--- config.mk ---
export PLATFORM = sky130hd
export DESIGN_NAME = key_expansion
export DESIGN_NICKNAME = d
export VERILOG_FILES = /design/src/rtl/key_expansion.sv
export SDC_FILE = /design/constraint.sdc
export NUM_CORES = 2
export LEC_CHECK = 0
export CAP_MARGIN = 20
export CORE_AREA = 2 2 597 599
export DETAILED_ROUTE_END_ITERATION = 7
export DIE_AREA = 0 0 599 601
export PLACE_DENSITY_LB_ADDON = 0.25
export SYNTH_ARGS = -nofsm -noshare
export SYNTH_HDL_FRONTEND = slang
export SYNTH_SLANG_ARGS = --single-unit
export TNS_END_PERCENT = 100
--- constraint.sdc ---
create_clock -name clk -period 13.4 [get_ports clk]
set_input_delay 2.68 -clock clk [delete_from_list [all_inputs] [get_ports clk]]
set_output_delay 2.68 -clock clk [all_outputs]
set_load 0.05 [all_outputs]
--- src/rtl/key_expansion.sv ---
// Iterative AES-128 key schedule: one round key per clock into a
// 1408-bit expanded-key bus, behind a start/finish handshake.
module key_expansion (
  input  logic          clk,
  input  logic          rst,
  input  logic [127:0]  key,
  input  logic          start,
  output logic [1407:0] expanded_key,
  output logic          busy,
  output logic          finish,
  output logic          valid
);

  typedef enum logic {IDLE, EXPAND} state_t;

  localparam logic [2047:0] SBOX = {
    128'h637c777bf26b6fc53001672bfed7ab76,
    128'hca82c97dfa5947f0add4a2af9ca472c0,
    128'hb7fd9326363ff7cc34a5e5f171d83115,
    128'h04c723c31896059a071280e2eb27b275,
    128'h09832c1a1b6e5aa0523bd6b329e32f84,
    128'h53d100ed20fcb15b6acbbe394a4c58cf,
    128'hd0efaafb434d338545f9027f503c9fa8,
    128'h51a3408f929d38f5bcb6da2110fff3d2,
    128'hcd0c13ec5f974417c4a77e3d645d1973,
    128'h60814fdc222a908846eeb814de5e0bdb,
    128'he0323a0a4906245cc2d3ac629195e479,
    128'he7c8376d8dd54ea96c56f4ea657aae08,
    128'hba78252e1ca6b4c6e8dd741f4bbd8b8a,
    128'h703eb5664803f60e613557b986c11d9e,
    128'he1f8981169d98e949b1e87e9ce5528df,
    128'h8ca1890dbfe6426841992d0fb054bb16
  };

  // byte b sits at bit 8*(255-b)+7, i.e. {~b, 3'b111}
  function automatic logic [7:0] sb(input logic [7:0] b);
    return SBOX[{~b, 3'b111} -: 8];
  endfunction

  function automatic logic [7:0] rcon(input logic [3:0] r);
    case (r)
      4'd1:    return 8'h01;
      4'd2:    return 8'h02;
      4'd3:    return 8'h04;
      4'd4:    return 8'h08;
      4'd5:    return 8'h10;
      4'd6:    return 8'h20;
      4'd7:    return 8'h40;
      4'd8:    return 8'h80;
      4'd9:    return 8'h1b;
      4'd10:   return 8'h36;
      default: return 8'h00;
    endcase
  endfunction

  state_t       state, state_d;
  logic [3:0]   rnd;
  logic [127:0] rk [0:10];
  logic [127:0] prev, nk;
  logic [31:0]  t, n0, n1, n2, n3;
  logic         load, step, last;

  for (genvar r = 0; r < 11; r++) begin : g_out
    assign expanded_key[r*128 +: 128] = rk[r];
  end

  always_comb begin
    prev = 128'h0;
    for (int i = 0; i < 11; i++)
      if (rnd == 4'(i + 1)) prev = rk[i];
  end

  assign t  = {sb(prev[23:16]), sb(prev[15:8]),
               sb(prev[7:0]), sb(prev[31:24])}
            ^ {rcon(rnd), 24'h0};
  assign n0 = prev[127:96] ^ t;
  assign n1 = prev[95:64]  ^ n0;
  assign n2 = prev[63:32]  ^ n1;
  assign n3 = prev[31:0]   ^ n2;
  assign nk = {n0, n1, n2, n3};

  always_comb begin
    state_d = state;
    load    = 1'b0;
    step    = 1'b0;
    last    = 1'b0;
    unique case (state)
      IDLE: begin
        if (start) begin
          load    = 1'b1;
          state_d = EXPAND;
        end
      end
      EXPAND: begin
        step = 1'b1;
        if (rnd == 4'd10) begin
          last    = 1'b1;
          state_d = IDLE;
        end
      end
    endcase
  end

  always_ff @(posedge clk) begin
    if (rst) begin
      state  <= IDLE;
      rnd    <= 4'd0;
      busy   <= 1'b0;
      finish <= 1'b0;
      valid  <= 1'b0;
      for (int i = 0; i < 11; i++) rk[i] <= 128'h0;
    end else begin
      state  <= state_d;
      finish <= last;
      if (load) begin
        rk[0] <= key;
        for (int i = 1; i < 11; i++) rk[i] <= 128'h0;
        rnd   <= 4'd1;
        busy  <= 1'b1;
        valid <= 1'b0;
      end
      if (step) begin
        for (int i = 1; i < 11; i++)
          if (rnd == 4'(i)) rk[i] <= nk;
        rnd <= last ? 4'd0 : rnd + 4'd1;
        if (last) begin
          busy  <= 1'b0;
          valid <= 1'b1;
        end
      end
    end
  end

endmodule

# [Yosys cells after proc, flatten, opt, wreduce, memory -nomap -nowiden]
# Memories as Yosys holds them, arrays and structs flattened. A register that Yosys moved wholly into a read port is not among the register bits.
# Cells that the tools add are included.
[totals] memories=2 mem_bits_ro=128 input_bits=131 ramBits=1408 regBits=8
[op_classes] n_shift=4 mux=94 eq_ne=11 n_addsub=1 reduce_logical=1 bitwise_logic=31
[memory_table] memory="rk" depth=11 word_bits=128 read_ports=11 rd_clocked_by_memory_dff=0 write_ports=11 line="58" rtl="logic [127:0] rk [0:10];"
[memory_table] memory="(no name shown)" depth=16 word_bits=8 read_ports=1 rd_clocked_by_memory_dff=1 write_ports=0 line="41" rtl="case (r)"
[ops] operator="$shiftx 2055x12->8 const A" count=4
[ops] operator="$mux 128" count=32
[ops] operator="$xor 32x32->32" count=5
[ops] operator="$mux 1" count=56
[ops] operator="$not 8->8" count=4
[ops] operator="$or 1x1->1" count=21
[ops] operator="$mux 4" count=5
[ops] operator="$eq 4x3->1 const B" count=4
[ops] operator="$eq 4x4->1 const B" count=4
[ops] operator="$eq 4x2->1 const B" count=2
[ops] operator="$add 4x1->4 const B" count=1
[ops] operator="$eq 4x1->1 const B" count=1
[ops] operator="$pmux 1 s2" count=1
[ops] operator="$reduce_bool 2->1" count=1
[ops] operator="$not 1->1" count=1

# [Depth between registers and ports, before layout]
[depth] ltp_word=20 mapped_depth=25 mapped_depth_nobuf=19

# [Least setup slack after synthesis]
# Ideal clock, no wire load.
[synth_path] path_kind="flip-flop to flip-flop" startpoint="register rnd[0]" endpoint="memory rk[10][0] (enable)" period_less_slack_ns=11.380 t_arrival_ns=10.587 n_path_buf=5 setup_time_ns=0.792 stages_incl_launch_ff=10 setup_slack_ns=2.020 required_ns=12.608 cell_sequence="dfxtp_1 inv_1 ha_1 buf_4 buf_6 nand3b_1 buf_2 clkbuf_1 clkbuf_1 o21ai_0"
[synth_lines] item="from (decl)" line="57" rtl="logic [3:0] rnd;"
[synth_lines] item="from (signal assigned)" line="125" rtl="rnd <= last ? 4'd0 : rnd + 4'd1;"
[synth_lines] item="to (decl)" line="58"

==> results_tabular.tex <==
\begin{tabular}{lr}
\hline
Metric & Value \\
\hline
\multicolumn{2}{l}{\textbf{Place}} \\
\quad Routability-driven placement congestion ratio & 0.981 \\
\quad Place WS & 4.31 ns \\
\quad Port Buffer Count & approximately 1500 \\
\quad Post-detail-place hpwl & 479 mm \\
\multicolumn{2}{l}{\textbf{Critical path}} \\
\quad Max Fanout on Critical Path & 43 \\
\quad Required @ worst endpoint & roughly 14 ns \\
\quad Crit end category & flop \\
\quad Critical path launch point type & flop \\
\quad Data arrival at the endpoint of the critical path & between 9 and 10 ns \\
\quad Kind of critical path & reg2reg \\
\multicolumn{2}{l}{\textbf{Routing}} \\
\quad WL/cell & between 40 and 50 um \\
\quad Drt pass-1 iters & 8 \\
\quad Detailed-route via count & 79100 \\
\quad DR DRC count & 0 \\
\quad Mean number of vias per cell & roughly 5.8 \\
\quad DRC violation total after the first TritonRoute iteration & approximately 12000 \\
\quad Drt total wl & 641 mm \\
\quad Remaining antenna violation count after routing & 0 \\
\multicolumn{2}{l}{\textbf{Synth}} \\
\quad Register area share after synthesis & 55.3\% \\
\quad Commonest register cell after synthesis & edfxtp\_1 \\
\quad Number of storage elements in the synthesis netlist & approximately 1400 \\
\quad Post-synthesis async set-or-reset flop share & 0\% \\
\quad Gate count of the mapped netlist & around 7400 \\
\quad Mean Syn Cell Area & between 10 and 15 um\^{}2 \\
\quad Number of distinct library cell variants in the gate-level netlist after synthesis & between 100 and 150 \\
\quad Post-Synthesis Cell Area & slightly below 80000 um\^{}2 \\
\quad Number of flops mapped to enable cells by yosys & 1408 \\
\quad Synth warnings & 0 \\
\quad Net Count, Synth & 7629 \\
\multicolumn{2}{l}{\textbf{GRT}} \\
\quad Wire length of the first global-routing pass & $\sim$820 mm \\
\quad Maximum number of pins on one net before global-route repair & approximately 100 \\
\quad Overall track demand over capacity in global routing & 34.2\% \\
\quad Overflow after GRT & 0 \\
\quad Number of antenna violations at the first check in global routing & 63 \\
\quad Number of global-route vias before repair & between 70000 and 80000 \\
\multicolumn{2}{l}{\textbf{Worst hold path}} \\
\quad Worst min path class & reg2reg \\
\multicolumn{2}{l}{\textbf{Run}} \\
\quad Number of max-cap violations & 0 \\
\multicolumn{2}{l}{\textbf{CTS}} \\
\quad Clock tree buffer depth & 4 \\
\quad Clock slew at reported path FFs & $\sim$0.060 ns \\
\quad Clock insertion delay at the later pin of the skew report & 0.93 ns \\
\quad Post-CTS Resized & 0 \\
\quad Clock Root Buffer & clkbuf\_16 \\
\quad Number of buffers added by the clock tree synthesis step & 181 \\
\quad Clock sinks & roughly 1400 \\
\quad Number of post-CTS setup repair buffers & 0 \\
\quad Clock tree from TritonCTS & done \\
\quad Hold buffer count at cts & 0 \\
\quad Level count of the clock H-tree & 4 \\
\multicolumn{2}{l}{\textbf{Timing}} \\
\quad Hold Vio Cnt, Final & 0 \\
\quad Least-Margin Pin Slew & about 1.4 ns \\
\quad Maximum clock skew at final layout & 0.0804 ns \\
\quad Final cycle utilization of the critical path & about 70\% \\
\quad Shortest clock period the worst path allows after layout & 9.37 ns \\
\quad Setup violators final & 0 \\
\quad WHS & approximately 0.45 ns \\
\quad Accumulated negative setup slack & 0 ns \\
\quad Worst setup margin & 4.03 ns \\
\quad Number of pins with negative max-slew slack in the final report & 0 \\
\quad Max-Slew Margin vs Limit & 9.76\% \\
\quad F\_max & approximately 110 MHz \\
\quad RSZ-0062 raised after global routing & false \\
\multicolumn{2}{l}{\textbf{Power}} \\
\quad Pwr/cell area & between 150 and 200 nW/um\^{}2 \\
\quad Leak Pwr & about 36 nW \\
\quad Peak supply drop & between 0.1 and 0.15 mV \\
\multicolumn{2}{l}{\textbf{Floorplan}} \\
\quad Width of the chip & 599 um \\
\quad Die extent in y & about 600 um \\
\quad Core region area & 354000 um\^{}2 \\
\quad Initial standard-cell utilization of the core & 21.8\% \\
\quad I/O pin cnt & around 1500 \\
\quad Number of placement rows & approximately 220 \\
\quad Die Footprint & about 360000 um\^{}2 \\
\multicolumn{2}{l}{\textbf{Cells and area}} \\
\quad Synthesis-to-layout area growth & 36.8\% \\
\quad Fraction of final layout cells sized beyond drive strength 1 & 10.4\% \\
\quad Fillers & roughly 37000 \\
\quad Number of nets in the finished design & 8994 \\
\multicolumn{2}{l}{\textbf{Status}} \\
\quad Status & finished clean \\
\hline
\end{tabular}
-- stage by stage --
stage	power, mW	util [%]	area [um^2]	std cells
floorplan	7.93	-	77000	7433
global placement	11.0	28.0	99200	13300
detailed placement	11.0	28.1	99500	13400
CTS	16.0	29.7	105000	13700
global route	16.2	29.8	105000	13700
finish	16.1	29.8	105000	13700
-- worst max-delay path, cell delays in order (launching register included) --
cell      delay [ns]
dfxtp_1         0.57
ha_4            0.31
buf_4           0.54
and3b_4         0.88
buf_4           0.63
nor2_1          0.16
a21o_1          0.27
nor2_2          0.56
ha_1            0.43
inv_1           0.25
a2111o_1        0.58
o31ai_1         0.35
nor2_1          0.43
o32a_1          0.27
a221oi_1        0.12
nor4_2          0.55
xor2_4          1.00
xor2_2          0.96
nor2_1          0.10
-- per-layer routing --
| layer | GRT usage [%] | vias to the layer above | wire length (um) |
|---|---|---|---|
| met5 | 0 | - | 39 |
| met2 | 53.0 | 6000 | 285000 |
| met4 | 24.4 | 6 | 55600 |
| met1 | 41.3 | 41000 | 237000 |
| li1 | - | 30900 | - |
| met3 | 8.62 | 1175 | 63300 |
-- worst paths after layout --
kind                            depth (start not counted)        end   start  slack (ns)
worst max-delay path                                   18  rk[8][77]  rnd[0]        4.03
worst min-delay path                                    2      valid   valid        0.45
worst max register to register                         18  rk[8][77]  rnd[0]        4.03
worst min register to register                          2      valid   valid        0.45
-- cells in the mapped netlist (all sizes together) (54+ instances only) --
| cell | number | area (um^2) |
|---|---|---|
| a211oi | 129 | 988 |
| a21oi | 445 | 2260 |
| a221o | 63 | 631 |
| a221oi | 108 | 987 |
| a22oi | 179 | 1340 |
| a311oi | 54 | 479 |
| a31oi | 93 | 582 |
| and2 | 148 | 926 |
| buf | 288 | 1490 |
| clkbuf | 432 | 1620 |
| edfxtp | 1408 | 42300 |
| ha | 65 | 813 |
| inv | 54 | 203 |
| nand2 | 444 | 1670 |
| nand3 | 103 | 515 |
| nor2 | 1548 | 5840 |
| nor3 | 135 | 701 |
| o211ai | 234 | 1760 |
| o21ai | 403 | 2030 |
| o221ai | 67 | 612 |
| o22ai | 109 | 688 |
| xnor2 | 149 | 1610 |
-- flip-flops by register name, indices dropped and copies added, names as in the netlist, named ones only --
signal and flops:
rk 1408, rnd 4, state 1, valid 1, finish 1, busy 1
-- report_power, final --
part	switching [mW]	internal, mW
Combinational	4.28	1.29
Clock	2.24	2.78
Sequential	0.305	5.18
Total	6.83	9.24
-- area by class of cell --
class | instances | area [um^2] | area share (%)
Sequential cell | 1424 | 42600 | 40.4
Tap cell | 4751 | 5940 | 5.64
Multi-Input combinational cell | 5232 | 32400 | 30.7
Timing Repair Buffer | 1902 | 18400 | 17.4
Inverter | 57 | 223 | 0.211
Antenna cell | 40 | 100 | 0.0950
Clock buffer | 222 | 4780 | 4.53
Clock inverter | 103 | 958 | 0.909
-- cell usage in the layout (no fill, tap or decap), types with 23 or more instances in the layout --
cell type	netlist	routed
nor3_1	130	126
clkbuf_16	0	184
a221o_1	63	63
clkinv_1	3	28
o21a_1	27	27
xnor2_1	108	73
o31ai_1	32	32
a211oi_1	125	120
buf_4	31	343
nor2_1	1540	1524
diode_2	0	40
xnor2_2	41	60
a222oi_1	23	23
clkdlybuf4s50_1	0	1538
ha_1	65	61
and2_1	146	146
inv_1	46	44
a31oi_1	93	91
a22oi_1	179	179
a21o_1	32	32
o22ai_1	108	108
o311ai_0	30	30
a21oi_1	440	435
nand3_1	103	101
a311oi_1	53	52
a22o_1	24	24
edfxtp_1	1408	1408
clkinv_2	0	37
nand2_1	444	421
a221oi_1	105	104
clkbuf_1	430	35
nor3b_1	50	49
o211ai_1	233	233
xor2_1	41	31
o221ai_1	63	57
o21ai_0	388	384
a2bb2oi_1	26	25
-- logic make-up (layout without fill, tap and decap cells) --
family          Yosys count  after routing  synth area share, %
flops                  1424           1424                 55.3
buf+inv                 777           2284                 4.32
other cells               0             40                    0
simple gates           2595           2595                 14.6
mux                      28             28                0.403
compound gates         2335           2335                 21.3
fa+ha+maj                65             65                 1.06
xor+xnor                209            209                 3.03
Power figures use the tool's default switching activity.
